[config.mk]
export PLATFORM = sky130hd
export DESIGN_NAME = spawn_allocator
export DESIGN_NICKNAME = d
export VERILOG_FILES = /design/src/rtl/tabajara_pkg.sv /design/src/rtl/occupancy_map.sv /design/src/rtl/spawn_allocator.sv
export SDC_FILE = /design/constraint.sdc
export NUM_CORES = 1
export LEC_CHECK = 0
export CORE_UTILIZATION = 39
export CTS_CLUSTER_DIAMETER = 40
export DETAILED_ROUTE_END_ITERATION = 7
export HOLD_SLACK_MARGIN = 0.1
export PLACE_DENSITY_LB_ADDON = 0.08
export SKIP_LAST_GASP = 1
export SYNTH_ARGS = -nofsm -noshare
export SYNTH_HDL_FRONTEND = slang
export SYNTH_HIERARCHICAL = 1
export SYNTH_SLANG_ARGS = --single-unit
export TNS_END_PERCENT = 5
[constraint.sdc]
create_clock -name clk -period 4.4 [get_ports clk]
set_clock_uncertainty 0.15 [all_clocks]
set_input_delay 0.88 -clock clk [delete_from_list [all_inputs] [get_ports clk]]
set_output_delay 0.88 -clock clk [all_outputs]
set_load 0.02 [all_outputs]
[src/rtl/tabajara_pkg.sv]
// Shared definitions for the spawn allocator.
//   NUM_CELLS : number of allocatable cells
//   IDX_W     : width of a cell index and of the occupied-cell count
//   state_t   : allocator FSM state encoding
package tabajara_pkg;

    localparam int unsigned NUM_CELLS = 24;
    localparam int unsigned IDX_W     = 5;

    typedef enum logic [1:0] {
        IDLE,
        SAMPLE,
        PROBE,
        DONE
    } state_t;

endpackage

[src/rtl/occupancy_map.sv]
// Occupied-cell bitmap and population count with same-edge set/free update.
// Ports:
//   clk, reset          : clock, asynchronous active-low reset
//   set_valid, set_idx  : mark a cell occupied at this edge
//   free_valid, free_idx: release a cell at this edge (ignored if empty or out of range)
//   occupancy           : registered occupied-cell bitmap
//   count               : registered number of occupied cells
module occupancy_map #(
    parameter int unsigned NUM_CELLS = tabajara_pkg::NUM_CELLS,
    parameter int unsigned IDX_W     = tabajara_pkg::IDX_W
) (
    input  logic                 clk,
    input  logic                 reset,
    input  logic                 set_valid,
    input  logic [IDX_W-1:0]     set_idx,
    input  logic                 free_valid,
    input  logic [IDX_W-1:0]     free_idx,
    output logic [NUM_CELLS-1:0] occupancy,
    output logic [IDX_W-1:0]     count
);

    import tabajara_pkg::*;

    logic [NUM_CELLS-1:0] set_mask;
    logic [NUM_CELLS-1:0] free_mask;
    logic [NUM_CELLS-1:0] set_eff_mask;
    logic [NUM_CELLS-1:0] free_eff_mask;
    logic [NUM_CELLS-1:0] occupancy_next;
    logic [IDX_W-1:0]     count_next;
    logic                 set_eff;
    logic                 free_eff;

    always_comb begin
        set_mask  = '0;
        free_mask = '0;
        // Decoding by comparison keeps out-of-range indices from aliasing a cell.
        for (int unsigned i = 0; i < NUM_CELLS; i++) begin
            set_mask[i]  = set_valid  && (set_idx  == IDX_W'(i));
            free_mask[i] = free_valid && (free_idx == IDX_W'(i));
        end
        // A free only counts on an occupied cell that is not being set this edge.
        free_eff_mask  = free_mask & occupancy & ~set_mask;
        set_eff_mask   = set_mask & ~occupancy;
        set_eff        = |set_eff_mask;
        free_eff       = |free_eff_mask;
        occupancy_next = (occupancy & ~free_eff_mask) | set_eff_mask;
        count_next     = count + IDX_W'(set_eff) - IDX_W'(free_eff);
    end

    always_ff @(posedge clk or negedge reset) begin
        if (!reset) begin
            occupancy <= '0;
            count     <= '0;
        end else begin
            occupancy <= occupancy_next;
            count     <= count_next;
        end
    end

endmodule

[src/rtl/spawn_allocator.sv]
// Randomised cell allocator: on a request, samples a random start cell and
// linearly probes (with wrap) for a free cell, or reports full.
// Ports:
//   clk, reset            : clock, asynchronous active-low reset
//   rand_in               : random source, low IDX_W bits used
//   req_valid, req_ready  : allocation request handshake
//   free_valid, free_idx  : release a cell (any state)
//   resp_valid            : one-cycle response strobe
//   resp_idx, resp_full   : allocated cell / all-cells-occupied flag, held until next response
//   occupancy, count      : occupied-cell bitmap and population count
module spawn_allocator #(
    parameter int unsigned NUM_CELLS = tabajara_pkg::NUM_CELLS,
    parameter int unsigned IDX_W     = tabajara_pkg::IDX_W
) (
    input  logic                 clk,
    input  logic                 reset,
    input  logic [31:0]          rand_in,
    input  logic                 req_valid,
    output logic                 req_ready,
    input  logic                 free_valid,
    input  logic [IDX_W-1:0]     free_idx,
    output logic                 resp_valid,
    output logic [IDX_W-1:0]     resp_idx,
    output logic                 resp_full,
    output logic [NUM_CELLS-1:0] occupancy,
    output logic [IDX_W-1:0]     count
);

    import tabajara_pkg::*;

    state_t           state;
    state_t           state_next;
    logic [IDX_W-1:0] cand;
    logic [IDX_W-1:0] cand_next;
    logic [IDX_W-1:0] probe_cnt;
    logic [IDX_W-1:0] probe_cnt_next;
    logic [IDX_W-1:0] rand_cand;
    logic             resp_valid_next;
    logic [IDX_W-1:0] resp_idx_next;
    logic             resp_full_next;
    logic             set_valid;
    logic             unused_rand_bits;

    assign unused_rand_bits = ^rand_in[31:IDX_W];

    occupancy_map #(
        .NUM_CELLS (NUM_CELLS),
        .IDX_W     (IDX_W)
    ) u_map (
        .clk        (clk),
        .reset      (reset),
        .set_valid  (set_valid),
        .set_idx    (cand),
        .free_valid (free_valid),
        .free_idx   (free_idx),
        .occupancy  (occupancy),
        .count      (count)
    );

    // Fold values past the last cell back into range (24..31 -> 0..7).
    always_comb begin
        rand_cand = rand_in[IDX_W-1:0];
        if (rand_cand >= IDX_W'(NUM_CELLS)) begin
            rand_cand = rand_cand - IDX_W'(NUM_CELLS);
        end
    end

    always_comb begin
        state_next      = state;
        cand_next       = cand;
        probe_cnt_next  = probe_cnt;
        set_valid       = 1'b0;
        resp_valid_next = 1'b0;
        resp_idx_next   = resp_idx;
        resp_full_next  = resp_full;

        unique case (state)
            IDLE: begin
                if (req_valid && req_ready) begin
                    state_next = SAMPLE;
                end
            end
            SAMPLE: begin
                cand_next      = rand_cand;
                probe_cnt_next = '0;
                // Full decision uses the pre-edge count; a same-edge free does not rescue it.
                if (count == IDX_W'(NUM_CELLS)) begin
                    state_next      = DONE;
                    resp_valid_next = 1'b1;
                    resp_full_next  = 1'b1;
                end else begin
                    state_next = PROBE;
                end
            end
            PROBE: begin
                if (!occupancy[cand]) begin
                    set_valid       = 1'b1;
                    state_next      = DONE;
                    resp_valid_next = 1'b1;
                    resp_idx_next   = cand;
                    resp_full_next  = 1'b0;
                end else if (probe_cnt == IDX_W'(NUM_CELLS - 1)) begin
                    // Every cell checked without a hit: only reachable if the map
                    // changed under us, so report full rather than spin.
                    state_next      = DONE;
                    resp_valid_next = 1'b1;
                    resp_full_next  = 1'b1;
                end else begin
                    cand_next      = (cand == IDX_W'(NUM_CELLS - 1)) ? '0 : cand + 1'b1;
                    probe_cnt_next = probe_cnt + 1'b1;
                end
            end
            DONE: begin
                state_next = IDLE;
            end
            default: begin
                state_next = IDLE;
            end
        endcase
    end

    always_ff @(posedge clk or negedge reset) begin
        if (!reset) begin
            state      <= IDLE;
            cand       <= '0;
            probe_cnt  <= '0;
            req_ready  <= 1'b0;
            resp_valid <= 1'b0;
            resp_idx   <= '0;
            resp_full  <= 1'b0;
        end else begin
            state      <= state_next;
            cand       <= cand_next;
            probe_cnt  <= probe_cnt_next;
            req_ready  <= (state_next == IDLE);
            resp_valid <= resp_valid_next;
            resp_idx   <= resp_idx_next;
            resp_full  <= resp_full_next;
        end
    end

endmodule

==> results.json, run 1 <==
{
  "status": "finished, violations left",
  "failed_checks": "negative setup slack",
  "yosysSeqAreaShare": 0.374,
  "synth.cell_area_um2": 3270,
  "post-dp-hpwl_mm": 7.47,
  "io_buffers": 50,
  "numCtsBuffers": 5,
  "syn_inst": 362,
  "grt_use_total": 0.241,
  "wl_mm": 9.98,
  "antenna_found_initial": 0,
  "grt_pass1_vias": 2979,
  "synth-main-ff-cell": "dfrtp_1",
  "cts_tree": "yes",
  "rsz0062_at_grt": "yes",
  "power_density_nw_per_um2": 753,
  "vdd.ir_drop.worst_mv": 0.403,
  "start_kind": "flop",
  "power_uw": 3340,
  "htreeDepth": 2,
  "yosysTopAreaCellShare": 0.374,
  "grt_max_degree": 30,
  "gp_congestion": 0.888,
  "maxCapViolCount": 0,
  "crit_required_ns": 4.44,
  "tightest_slew_ns": 0.674,
  "synth_top_family_by_area": "simple AND/OR/NAND/NOR gates",
  "num_rows": 33,
  "ys_ff_latch": 49,
  "cts_sinks": 49,
  "yosys-top-cells-area": "dfrtp_1, nand2_1, mux4_2, o2111ai_1, ha_1",
  "ys_types": 61,
  "synth_nets": 414,
  "placed_cells": 560,
  "synth_xor_area_frac": 0.0107,
  "synth_edf_count": 0,
  "min_from": "resp_idx[0]",
  "dieArea_um2": 8770,
  "setup_viol": 4,
  "layout.nets": 518,
  "avgSynthCellArea_um2": 9.05,
  "fmax_mhz": 202,
  "fin_crit_ns": 4.94,
  "synth-compound-area-share": 0.183,
  "core_um2": 8180,
  "clk_latency_ns": 0.31,
  "fp.dieW_um": 93.6,
  "leakage_uw": 0.00189,
  "synthArstFlopShare": 1.00,
  "avgViaCountPerCell": 5.68,
  "r2r_setup_slack_ns": -0.54,
  "worstRegToRegCells": 19,
  "hold_class": "flop to flop",
  "ant_nets": 0,
  "yosys-top-cells-count": "nand2_1, dfrtp_1, o21ai_0",
  "synth_fa_ha_area_frac": 0.0443,
  "vias": 3249,
  "die_height_um": 93.6,
  "cp_max_fo": 6,
  "yosysMostFrequentCell": "nand2_1",
  "cts.path.max_buffers": 2,
  "grt_pass1_wl_mm": 15.9,
  "end_kind": "flop",
  "clk_pin_slew_ns": 0.09,
  "io_pins": 78,
  "critPathArrivalTime_ns": 4.98,
  "finalCritPeriodShare": 1.12,
  "overflow": 0,
  "holdPathEnd": "resp_idx[0]",
  "finish.utilization": 0.543,
  "reg2reg_from": "cand[2]",
  "yosysTopAreaCell": "dfrtp_1",
  "whs_path_depth": 1,
  "yosys.area_share.simple": 0.249,
  "final_cell_count_no_fill": 572,
  "dr.pass1.iters": 5,
  "routedWlPerCell_um": 17.4,
  "path_class": "flop to flop",
  "clock-root-buffer": "clkbuf_8",
  "start_util": 0.401,
  "report.final.slew_viol_count": 0,
  "post-route-worst-setup-slack_ns": -0.540,
  "whs_ns": 0.354,
  "drive_gt1_frac": 0.229,
  "slew_headroom": 0.546,
  "drt-initial-drc-count": 214,
  "hold_viol": 0,
  "r2r-end": "u_map/count[4]",
  "crit_start": "cand[2]",
  "muxShareOfSynthArea": 0.0741,
  "yosys_warnings": 6,
  "area_delta_synth_final_pct": 35.6,
  "antenna_cells": 0,
  "route.detailed.drc": 0
}
## per-layer routing
layer / wire length (um) / track usage / vias up
met5: 0 / 0 / -
met4: 172 / 0.0705 / 0
met3: 567 / 0.0276 / 12
met2: 4730 / 0.380 / 117
met1: 4500 / 0.348 / 1561
li1: - / - / 1559
## per-stage QoR
stage	setup slack [ns]	TNS [ns]	cell area [um2]
2_1_floorplan	-0.318	-0.609	3290
6_report	-0.540	-1.67	4440
5_1_grt	-0.712	-2.36	4440
3_5_place_dp	-0.633	-1.98	4300
4_1_cts	-0.533	-1.59	4390
3_3_place_gp	-0.613	-1.90	4300
## worst max path at each step
| stage | slack, ns | endpoint | cells past startpoint |
|---|---|---|---|
| 2_1_floorplan | -0.32 | u_map/count[4] | 22 |
| 3_3_place_gp | -0.61 | u_map/count[4] | 19 |
| 3_5_place_dp | -0.63 | u_map/count[4] | 19 |
| 4_1_cts | -0.53 | u_map/count[4] | 19 |
| 5_1_grt | -0.71 | u_map/count[4] | 19 |
| 6_report | -0.54 | u_map/count[4] | 19 |
## cells by family (layout without fill, tap and decap cells)
family,after synthesis,in the layout
AOI/OAI and AO/OA,88,88
adders and majority gates,11,11
buffers and inverters,45,150
muxes,14,14
and+or+nand+nor,151,151
xor gates and xnor gates,4,4
DFF,49,49
## flip-flops by register name (all words and copies together), names as in the netlist, 2 cells and up
signal           flops
resp_idx             5
state                2
cand                 5
u_map/occupancy     24
probe_cnt            5
u_map/count          5
## worst max-delay path, cell delays in order, from the launching register on
cell and delay (ns):
dfrtp_2 0.49, mux4_2 0.56, mux4_2 0.49, and2_4 0.15, or2_1 0.24, inv_2 0.11, or4bb_4 0.52, o2111ai_2 0.21
nand4_1 0.14, nor4bb_2 0.33, nand4_1 0.18, ha_1 0.34, inv_2 0.07, ha_4 0.13, inv_2 0.03, fa_2 0.33
inv_1 0.06, a21o_1 0.12, a21oi_2 0.05, xnor2_1 0.12
## placed cells by master, fill, tap and decap left out, types with 5 or more instances in the layout
master	count
nor2_1	9
nand2_1	59
nor3_1	20
clkbuf_8	5
nand3_1	7
ha_1	9
o21ai_1	11
dfrtp_1	48
nand4_1	8
clkdlybuf4s50_1	49
o21ai_0	23
a21oi_1	7
buf_4	73
mux4_2	7
inv_1	16
o2111ai_1	17
nand2b_1	6
## layout make-up
class / instances / area [um2]
fill: 781 / 3740
timing repair buffer: 123 / 1040
multi-input combinational: 268 / 1880
inverter: 19 / 71.3
clock buffer: 6 / 72.6
clock inverter: 2 / 15.0
tap: 105 / 131
sequential: 49 / 1230
## power by group
group | internal [uW] | switching, uW
sequential | 664 | 166
combinational | 1080 | 1160
clock | 112 | 162
## timing repair
action / 4_1_cts / 5_1_grt
pin swaps: 0 / 9
resized for setup: 1 / 4
buffers inserted: 1 / 3
hold buffers: 0 / 0
endpoints found under the setup margin: 4 / 5
gates cloned: 0 / 0
(Power assumes the default switching activity.)
==> run 2, diff against run 1 <==
Settings changed: ABC_AREA from default to 1, CORE_MARGIN from default to 5.
==> run 2 against run 1 <==
Compared with the run above: the flow now finishes without violations; cell count increased by 20%; register-to-register slack improved by 0.92 ns; maximum frequency increased by 23%; combinational power decreased by 20%; sequential share of layout area increased by 1.7 points; synthesized area increased by 6.1%; critical path depth increased by 4; setup slack improved by 0.92 ns; hold slack got worse by 0.018 ns; critical endpoint unchanged.
==> results.json, run 2 <==
{
  "status": "complete, no violations",
  "cpMostUsedCell": "nand2_1",
  "numCtsBuffers": 5,
  "io_buffers": 50,
  "clk_latency_ns": 0.31,
  "area_delta_synth_final_pct": 20.2,
  "critPathTopFamily": "simple AND/OR/NAND/NOR gates",
  "worstPathCellList": "inv_1 > nand3_1 > nand3_1 > nand2_1 > nand2_2 > nand2_4 > inv_1 > nand2_2 > nor2_4 > nand2_1 > nand2_1 > nand2_1 > nor2_1 > nand2_1 > nor2_1 > nand2_1 > ha_1 > inv_1 > ha_1 > inv_1 > fa_1 > o21ai_0 > xor2_1",
  "p_sw_frac": 0.503,
  "cts_sinks": 49,
  "grt_use_total": 0.180,
  "overflow": 0,
  "hold_class": "flop to flop",
  "finalCritPeriodShare": 0.913,
  "route.detailed.drc": 0,
  "cp.buffers_inverters": 4,
  "slew_headroom": 0.542,
  "ys_types": 33,
  "post-dp-hpwl_mm": 7.43,
  "whs_path_depth": 2,
  "grt_pass1_wl_mm": 16.1,
  "hold_viol": 0,
  "synth_nets": 576,
  "power_density_nw_per_um2": 706,
  "top_register": "u_map/occupancy",
  "fmax_mhz": 249,
  "dieArea_um2": 10900,
  "end_kind": "flop",
  "yosysMostFrequentCell": "nand2_1",
  "whs_ns": 0.336,
  "drive_gt1_frac": 0.0845,
  "fin_crit_ns": 4.02,
  "vdd.ir_drop.worst_mv": 0.423,
  "setup_tns_ns": 0,
  "dr.pass1.iters": 5,
  "synth_xor_area_frac": 0.0151,
  "fillers": 897,
  "min_from": "resp_full",
  "yosysTopAreaCellShare": 0.353,
  "ctsResizeCount": 0,
  "internal_power_uw": 1470,
  "core_um2": 8720,
  "crit_required_ns": 4.48,
  "grt_pass1_vias": 3324,
  "yosys-top-cells-count": "nand2_1, inv_1, nor2_1",
  "pwr-share-clk": 0.093,
  "post-route-worst-setup-slack_ns": 0.384,
  "critPathArrivalTime_ns": 4.10,
  "yosysTopAreaCell": "dfrtp_1",
  "power.net_switching_uw": 1480,
  "worstRegToRegCells": 23,
  "wl_mm": 9.69,
  "avgViaCountPerCell": 4.95,
  "clk_pin_slew_ns": 0.10,
  "reg2reg_from": "cand[2]",
  "die_height_um": 104,
  "layout.nets": 631,
  "syn_inst": 524,
  "r2r_setup_slack_ns": 0.38,
  "start_util": 0.398,
  "cts_tree": "yes",
  "ant_nets": 0,
  "fp.dieW_um": 104,
  "drt-initial-drc-count": 179,
  "mostFrequentLayoutCell": "nand2_1",
  "grt_max_degree": 30,
  "yosysSeqAreaShare": 0.353,
  "dp_slack_ns": 0.360,
  "ys_ff_latch": 49,
  "gp_congestion": 0.930,
  "max_stage_delay_ns": 0.56,
  "path_class": "flop to flop",
  "num_rows": 34,
  "routedWlPerCell_um": 14.1,
  "cp_slowest_cell": "dfrtp_1",
  "setup_viol": 0,
  "yosys-top-cells-area": "dfrtp_1, nand2_1, inv_1, nand3_1, nor2_1",
  "synthArstFlopShare": 1.00,
  "layout_common_cells": "nand2_1, inv_1, nor2_1",
  "synth_edf_count": 0,
  "io_pins": 78,
  "antenna_found_initial": 0,
  "post-cts-setup-buffers": 0,
  "holdPathEnd": "resp_full",
  "synth-main-ff-cell": "dfrtp_1",
  "report.final.slew_viol_count": 0,
  "antenna_cells": 0,
  "synth_top_family_by_area": "simple AND/OR/NAND/NOR gates",
  "htreeDepth": 2,
  "synth_fa_ha_area_frac": 0.0418,
  "cts.path.max_buffers": 2,
  "ctsHoldBuffers": 0,
  "largest_reg_flops": 24,
  "p_comb_frac": 0.608,
  "synth.cell_area_um2": 3470,
  "maxCapViolCount": 0,
  "rsz0062_at_grt": "no",
  "clock-root-buffer": "clkbuf_8",
  "yosys.area_share.simple": 0.381,
  "tightest_slew_ns": 0.687,
  "vias": 3403,
  "cp_max_fo": 12,
  "seqPwrFrac": 0.298,
  "yosys_warnings": 6,
  "start_kind": "flop",
  "muxShareOfSynthArea": 0.00288,
  "r2r-end": "u_map/count[4]",
  "leakage_uw": 0.00212,
  "synth-compound-area-share": 0.0976,
  "avgSynthCellArea_um2": 6.63
}
-- run 2: cell count changes after synthesis, sizes merged, moves of 18 or more --
cell	change
inv	+65
nand2	+121
nand3	+46
nor2	+58
nor3	-18
o2111ai	-18
-- run 2: stage by stage --
| stage | instance area [um2] | power [uW] | instances | util |
|---|---|---|---|---|
| after floorplan | 3470 | 2070 | 524 | - |
| after global placement | 4090 | 2680 | 680 | 0.469 |
| after detailed placement | 4090 | 2700 | 680 | 0.469 |
| after CTS | 4180 | 2990 | 688 | 0.479 |
| after global routing | 4180 | 3230 | 688 | 0.479 |
| final | 4180 | 2950 | 688 | 0.479 |
-- run 2: power by group through the flow --
stage	combinational [uW]	sequential, uW	clock [uW]
final	1790	880	275
after global routing	2010	915	303
after CTS	1810	884	288
after detailed placement	1810	890	0
after global placement	1790	889	0
after floorplan	1020	1050	0
-- run 2: cells by family (layout without fill, tap and decap cells) --
kind of cell / count (synthesis) / count (layout)
multiplexers: 1 / 1
adder cells (fa/ha/maj): 11 / 11
flip-flops: 49 / 49
XOR/XNOR: 6 / 6
buffers and inverters: 93 / 149
AO/OA/AOI/OAI: 58 / 58
AND/OR/NAND/NOR: 306 / 306
-- run 2: area by class of cell --
type                       instances  area, um2  area share
sequential                        49       1230       0.294
tap                              108        135      0.0323
multi-input combinational        382       1870       0.447
clock inverter                     3       17.5     0.00419
clock buffer                       5       68.8      0.0165
timing repair buffer              56        541       0.129
inverter                          85        320      0.0767
-- run 2: worst max-delay path by stage --
| stage | cells past startpoint | slack, ns | start | endpoint |
|---|---|---|---|---|
| final | 23 | 0.38 | cand[2] | u_map/count[4] |
| after global routing | 23 | 0.005 | cand[2] | u_map/count[4] |
| after CTS | 23 | 0.36 | cand[2] | u_map/count[4] |
| after detailed placement | 18 | 0.36 | free_idx[0] | u_map/count[4] |
| after global placement | 18 | 0.40 | free_idx[0] | u_map/count[4] |
| after floorplan | 26 | 0.75 | cand[0] | u_map/count[4] |
-- run 2: metal layers --
metal / up-vias / wire length, um / track usage
met1: 1563 / 4440 / 0.239
met2: 87 / 4510 / 0.286
li1: 1731 / - / -
met5: - / 0 / 0
met4: 0 / 247 / 0.0675
met3: 22 / 487 / 0.0379
-- run 2: worst register-to-register path, stage by stage, from the launching register on --
cell     delay [ns]
dfrtp_1        0.56
inv_1          0.24
nand3_1        0.13
nand3_1        0.10
nand2_1        0.08
nand2_2        0.08
nand2_4        0.05
inv_1          0.08
nand2_2        0.16
nor2_4         0.28
nand2_1        0.12
nand2_1        0.08
nand2_1        0.05
nor2_1         0.20
nand2_1        0.08
nor2_1         0.08
nand2_1        0.07
ha_1           0.29
inv_1          0.07
ha_1           0.16
inv_1          0.05
fa_1           0.40
o21ai_0        0.23
xor2_1         0.17
